## src/rtl/mm_pkg.sv

```systemverilog
// mm_pkg: shared widths, solver state encoding and history entry layout for the Mastermind solver
package mm_pkg;
  localparam int DIGIT_W = 3;
  localparam int NUM_POS = 4;
  localparam int CODE_W = 12;
  localparam int FB_W = 3;
  localparam int HIST_W = CODE_W + 2 * FB_W;
  localparam logic [2:0] IDLE = 3'd0;
  localparam logic [2:0] SEARCH = 3'd1;
  localparam logic [2:0] PRESENT = 3'd2;
  localparam logic [2:0] DONE = 3'd3;
  localparam logic [2:0] FAIL = 3'd4;
  typedef struct packed {
    logic [CODE_W-1:0] guess;
    logic [FB_W-1:0] red;
    logic [FB_W-1:0] white;
  } hist_t;
endpackage

```

## src/rtl/mm_score.sv

```systemverilog
// mm_score: combinational Mastermind scorer; code/guess (12b, digit 1 in [2:0]) in, red/white (3b) out
module mm_score
  import mm_pkg::*;
(
  input  logic [CODE_W-1:0] code,
  input  logic [CODE_W-1:0] guess,
  output logic [FB_W-1:0]   red,
  output logic [FB_W-1:0]   white
);
  logic [FB_W-1:0] common;
  function automatic logic [FB_W-1:0] cnt(input logic [CODE_W-1:0] v, input logic [DIGIT_W-1:0] c);
    cnt = '0;
    for (int p = 0; p < NUM_POS; p++) cnt = cnt + FB_W'(v[p*DIGIT_W+:DIGIT_W] == c);
  endfunction
  always_comb begin
    red = '0;
    common = '0;
    for (int p = 0; p < NUM_POS; p++)
      red = red + FB_W'(code[p*DIGIT_W+:DIGIT_W] == guess[p*DIGIT_W+:DIGIT_W]);
    for (int c = 0; c < (1 << DIGIT_W); c++)
      common = common + ((cnt(code, DIGIT_W'(c)) < cnt(guess, DIGIT_W'(c))) ? cnt(code, DIGIT_W'(c)) : cnt(guess, DIGIT_W'(c)));
  end
  assign white = common - red;
endmodule

```

## src/rtl/mastermind_solver.sv

```systemverilog
// mastermind_solver: consistent-candidate codebreaker; clock/resetn/start/feedback_valid/red_in/white_in in, guess_out/guess_valid/busy/solved/fail/guess_count out
module mastermind_solver
  import mm_pkg::*;
#(
  parameter int MAX_GUESSES = 8,
  parameter int NUM_COLORS = 8
) (
  input  logic              clock,
  input  logic              resetn,
  input  logic              start,
  input  logic              feedback_valid,
  input  logic [FB_W-1:0]   red_in,
  input  logic [FB_W-1:0]   white_in,
  output logic [CODE_W-1:0] guess_out,
  output logic              guess_valid,
  output logic              busy,
  output logic              solved,
  output logic              fail,
  output logic [3:0]        guess_count
);
  localparam int IW = (MAX_GUESSES > 1) ? $clog2(MAX_GUESSES) : 1;
  localparam logic [DIGIT_W-1:0] TOP = DIGIT_W'(NUM_COLORS - 1);
  logic [2:0] state;
  logic [CODE_W-1:0] cand;
  logic [3:0] k, hist_count;
  hist_t hist [MAX_GUESSES];
  hist_t cur;
  logic [FB_W-1:0] s_red, s_white;
  function automatic logic [CODE_W-1:0] next_code(input logic [CODE_W-1:0] c);
    logic carry;
    carry = 1'b1;
    next_code = c;
    for (int p = 0; p < NUM_POS; p++)
      if (carry) begin
        if (c[p*DIGIT_W+:DIGIT_W] == TOP) next_code[p*DIGIT_W+:DIGIT_W] = '0;
        else begin
          next_code[p*DIGIT_W+:DIGIT_W] = c[p*DIGIT_W+:DIGIT_W] + 1'b1;
          carry = 1'b0;
        end
      end
  endfunction
  function automatic logic is_last(input logic [CODE_W-1:0] c);
    is_last = c == {NUM_POS{TOP}};
  endfunction
  assign cur = hist[k[IW-1:0]];
  assign busy = state == SEARCH;
  mm_score u_score (
    .code (cand),
    .guess(cur.guess),
    .red  (s_red),
    .white(s_white)
  );
  always_ff @(posedge clock) begin
    if (!resetn) begin
      state <= IDLE;
      cand <= '0;
      k <= '0;
      hist_count <= '0;
      guess_out <= '0;
      guess_valid <= 1'b0;
      solved <= 1'b0;
      fail <= 1'b0;
      guess_count <= '0;
    end else if (start) begin
      state <= SEARCH;
      cand <= '0;
      k <= '0;
      hist_count <= '0;
      guess_valid <= 1'b0;
      solved <= 1'b0;
      fail <= 1'b0;
      guess_count <= '0;
    end else if (state == SEARCH) begin
      if (k == hist_count) begin
        guess_out <= cand;
        guess_count <= guess_count + 1'b1;
        guess_valid <= 1'b1;
        state <= PRESENT;
      end else if (s_red == cur.red && s_white == cur.white) k <= k + 1'b1;
      else if (is_last(cand)) begin
        fail <= 1'b1;
        state <= FAIL;
      end else begin
        cand <= next_code(cand);
        k <= '0;
      end
    end else if (state == PRESENT && feedback_valid) begin
      guess_valid <= 1'b0;
      if (red_in == 3'd4) begin
        solved <= 1'b1;
        state <= DONE;
      end else begin
        hist[hist_count[IW-1:0]] <= '{guess: guess_out, red: red_in, white: white_in};
        hist_count <= hist_count + 1'b1;
        if (guess_count == 4'(MAX_GUESSES) || is_last(guess_out)) begin
          fail <= 1'b1;
          state <= FAIL;
        end else begin
          cand <= next_code(guess_out);
          k <= '0;
          state <= SEARCH;
        end
      end
    end
  end
endmodule

```

## config.mk

```make
export PLATFORM = sky130hd
export DESIGN_NAME = mastermind_solver
export DESIGN_NICKNAME = d
export VERILOG_FILES = /design/src/rtl/mm_pkg.sv /design/src/rtl/mm_score.sv /design/src/rtl/mastermind_solver.sv
export SDC_FILE = /design/constraint.sdc
export NUM_CORES = 1
export LEC_CHECK = 0
export BUFFER_PORTS_ARGS = -buffer_cell sky130_fd_sc_hd__buf_2
export CAP_MARGIN = 10
export CORE_ASPECT_RATIO = 1.4
export CORE_MARGIN = 2
export CORE_UTILIZATION = 45
export DETAILED_ROUTE_END_ITERATION = 10
export GPL_TIMING_DRIVEN = 0
export PLACE_DENSITY = 0.73
export SYNTH_ARGS = -nofsm -noshare
export SYNTH_HDL_FRONTEND = slang
export SYNTH_SLANG_ARGS = --single-unit
```

## constraint.sdc

```tcl
create_clock -name clock -period 21.7 [get_ports clock]
set_input_delay 1.085 -clock clock [delete_from_list [all_inputs] [get_ports clock]]
set_output_delay 1.085 -clock clock [all_outputs]
set_load 0.02 [all_outputs]
```

* Word level (Yosys, flattened, before mapping)
Memory sizes are Yosys's and may differ from the RTL's. A register that Yosys moved wholly into a read port is not among the register bits.
Cells that the tools add are included.
** Storage, ports and cells
- Register bits after elaboration :: 42
- RAM bits :: 144
- Output and inout port bits :: 20
- Logic and storage cells :: 320
- Memories kept :: 1
** Memories
- hist :: words 8, width 18, rd ports 1, clocked after Yosys merged registers in 1, wr ports 1, RTL line mastermind_solver.sv:26 : hist_t hist [MAX_GUESSES];
** Operators by class
- $add $sub $neg :: 70
- Order comparisons :: 8
- Equality and inequality tests :: 88
- Multiplexer cells :: 108
- Bitwise gates (word level) :: 4
- Reduce and logical (&&, ||, !) cells :: 28
** Operators with widths (number)
- $eq 3x3->1 const B :: 37
- $add 3x1->3 :: 32
- $mux 3 :: 31
- $mux 12 :: 7
- $mux 1 :: 63
- $eq 3x2->1 const B :: 17
- $add 1x1->2 :: 17
- $mux 4 :: 7
- $eq 3x1->1 const B :: 9
- $add 3x1->3 const B :: 8
- $eq 12x12->1 const B :: 2
- $logic_not 3->1 :: 8
- $lt 3x3->1 :: 8
- $add 3x3->3 :: 7
- $reduce_and 7->1 :: 3
- $eq 3x3->1 :: 6
- $reduce_and 3->1 :: 5
- $add 4x1->4 const B :: 3
- $reduce_and 6->1 :: 2
- $ne 2x1->1 const B :: 5
- $ne 2x2->1 const B :: 5
- $add 2x1->3 :: 2
- $ne 3x3->1 const B :: 2
- $reduce_and 5->1 :: 1
- other kinds (13) :: 19

* Longest topological paths before layout
- Depth in word-level cells :: 40
- Gate-level depth with buffers :: 33
- Depth with buffers taken out :: 29

* By module
A second synthesis with hierarchy kept.
** Unflattened totals
- Cell total of the unflattened synthesis :: 860
- Area total of the unflattened synthesis :: 10757.8 sq um
** Modules (own cells, without submodules)
- mastermind_solver :: instances 1, cells each 550, area each 8120.3 sq um
- mm_score :: instances 1, cells each 310, area each 2637.5 sq um

* Least setup slack after synthesis
No wires, ideal clock.
- Kind :: register to register
- Start point :: register with a tool-made name
- End point :: register with a tool-made name
- Library setup time :: 0.116 ns
- Arrival time :: 6.984 ns
- Required time :: 21.584 ns
- Slack :: 14.600 ns
- Stages on the path, launching flop included :: 32
- Path buffers :: 4
- Clock period less this slack :: 7.100 ns
- Cell sequence :: dfxtp_1 buf_2 buf_6 buf_2 mux4_2 mux2i_1 inv_1 nand2_1 nor2_1 ha_1 inv_1 fa_1 inv_1 ha_1 inv_1 ha_1 a21o_1 a21oi_1 mux2_2 fa_1 fa_1 inv_1 fa_1 ha_1 xnor2_1 xnor2_1 xnor3_1 xnor2_1 and4_4 buf_6 and4_1 a31o_2

==> reports/results.txt <==
Placed inst area = 11400 µm²
Worst slew pin tran = 0.960 ns
Row count = 66
Grt total ovfl = 0
CP Max Fanout = 10
Io pins = 30
Avg Cell Area, Syn = 12.7 µm²
Req. time, crit path = 22.00 ns
Clk root buf = clkbuf_16
FFs w/ async S/R, synth = 0%
Final hold vios = 0
Wire per inst = 20.0 µm
Antenna-violating nets left = 0
Fin crit share = 40.8%
Register area = 5230 µm²
GRT Total Usage = 20.2%
Die Ht = 186 µm
Antenna violations before repair = 0
Max Cap Viol = 0
Area of the mapped netlist = 10700 µm²
Clk sinks = 189
CP max stage cell = mux2i_1
Worst skew pair latency = 0.44 ns
Area delta synth->final = 12.3%
Post-DP HPWL = 18400 µm
Diode count = 0
Most common cell in the netlist = edfxtp_1
Outcome = finished, final reports clean
Hold EP = fail$_SDFFE_PP0P_
Hold_buf cts = 0
Hold_sp = fail$_SDFFE_PP0P_
Power Density = 59.9 nW/µm²
Finished Core Util = 51.6%
DR iter-0 viols = 429
Clock skew = 0.0140 ns
Area share of the largest cell type after synthesis = 40.4%
Total power = 0.720 mW
Min Tclk post-route = 8.85 ns
Postcts setup bufs = 0
Hold/Removal Path Class = flip-flop to flip-flop
Nets = 1036
Final WS setup = 12.85 ns
CTS Buffer Depth = 2
RD Place Congestion = 0.895
Synth cell count leaders = edfxtp_1, ha_1, nand2_1, inv_1, mux2i_1
Num CTS Buffers = 17
Most used cell, CP = inv_1
Hold path depth = 2
FF-to-FF path depth = 30
Synth area leaders = edfxtp_1, ha_1, dfxtp_1
Non-Filler Instances = 1222
Synth cell types = 48
Number of port buffers = 29
Static Leakage = 4.55 nW
Yosys Warn Count = 0
Main synth FF type = edfxtp_1
Max VDD drop = 97.6 µV
Core box area = 23300 µm²
EDFF count, synth = 144
Number of global-route vias before repair = 6714
Initial Util = 45.9%
First-pass GRT wire length = 38100 µm
Critical path arrival = 9.15 ns
Relative slew margins = 34.2%
RSZ-0062 raised after global routing = no
CP max stage delay = 0.57 ns
Yosys reg bits = 189
Final setup vio count = 0
Number of vias per cell = 5.49
Max Fclk = 113 MHz
Sequential area share after synthesis = 48.9%
Setup TNS = 0 ns
Pre-CTS setup slack = 12.89 ns
Post-cts sizing count = 0
DR vias = 6711
Crit path launch type = flip-flop
First-pass detailed-route iteration total = 5
Inst Count DP = 1190
Design area = 12000 µm²
Filler Cells Inserted = 1974
Routed wire length = 24400 µm
Layout cell share with drive strength beyond 1 = 14.5%
CP Capture Type = flip-flop
CTS tree = built
H-tree Lvls = 4
Largest net degree at the start of global routing = 20
Multi-input gate area = 5090 µm²
Worst-path clk slew = 0.08 ns
Max Transition Viols Final = 0
Setup slack of the most critical reg-to-reg path = 12.85 ns
Worst Hold Slack = 0.454 ns
Die width = 134 µm
Setup CP Type = flip-flop to flip-flop
DRC viols = 0
Post-synth top area cell = edfxtp_1
Syn Nets = 978
Cells after Synth = 845
Area of the die = 25000 µm²
[registers in the layout (all words and copies together), names as in the netlist, named ones only]
signal and flops:
cand 12, hist 144, hist_count 4, fail 1, k 4, guess_count 4
state 3, guess_valid 1, solved 1, guess_out 12
[logic make-up (layout without fill, tap and decap cells)]
| group | Yosys count | count (layout) | share of synthesized area [%] |
|---|---|---|---|
| compound gates | 87 | 87 | 5.09 |
| xor+xnor | 42 | 42 | 3.57 |
| fa+ha+maj | 123 | 123 | 16.2 |
| buf+inv | 99 | 170 | 3.76 |
| flops | 189 | 189 | 48.9 |
| mux | 95 | 95 | 12.8 |
| simple gates | 210 | 210 | 9.67 |
[report_power, final]
part	total [mW]	internal [mW]	switching, mW
clock network	0.311	0.165	0.146
registers	0.386	0.386	0.000715
logic	0.0219	0.00751	0.0143
total	0.720	0.558	0.161
[placed cells by master, fill, tap and decap left out, drive strengths merged, types with 6 or more instances in the layout]
cell	count
dfxtp	45
nor3	18
and2	14
a21oi	20
mux4	33
edfxtp	144
xnor2	33
nand2b	15
nand3	13
xor2	8
mux2i	57
ha	97
nand2	68
o21ai	32
a21boi	11
nor2b	20
buf	49
nand4	7
fa	26
clkbuf	41
nor2	46
o21a	6
inv	74
[how the worst max path moves through the flow]
stage               startpoint   endpoint  slack [ns]  depth (start not counted)
global placement     flip-flop  flip-flop       12.98                         30
CTS                  flip-flop  flip-flop       12.86                         30
detailed placement   flip-flop  flip-flop       12.89                         30
floorplan            flip-flop  flip-flop       14.60                         31
global route         flip-flop  flip-flop       12.41                         30
finish               flip-flop  flip-flop       12.85                         30
[layout make-up]
type                    instances  area share, %
flip-flops and latches        189           43.5
repair buffers                 39           2.54
inverters                      66           2.06
well taps                     306           3.19
plain buffers                  33           1.28
multi-input cells             557           42.4
clock inverters                14           1.41
clock buffers                  18           3.57
[per-layer routing]
metal  track usage, %  share of wire (%)
met1             24.0                 39
met2             36.9                 54
met3             2.66                4.1
met4             7.94                3.0
met5                0                  0
[worst max-delay path, delay by kind of cell, from the launching register on]
kind,cells,cell delay [ns]
AOI/OAI and AO/OA,3,0.63
xor gates and xnor gates,4,1.03
adders and majority gates,8,2.71
buffers and inverters,8,1.51
DFF,1,0.36
muxes,4,1.70
and+or+nand+nor,3,0.78
(Power assumes the default switching activity.)
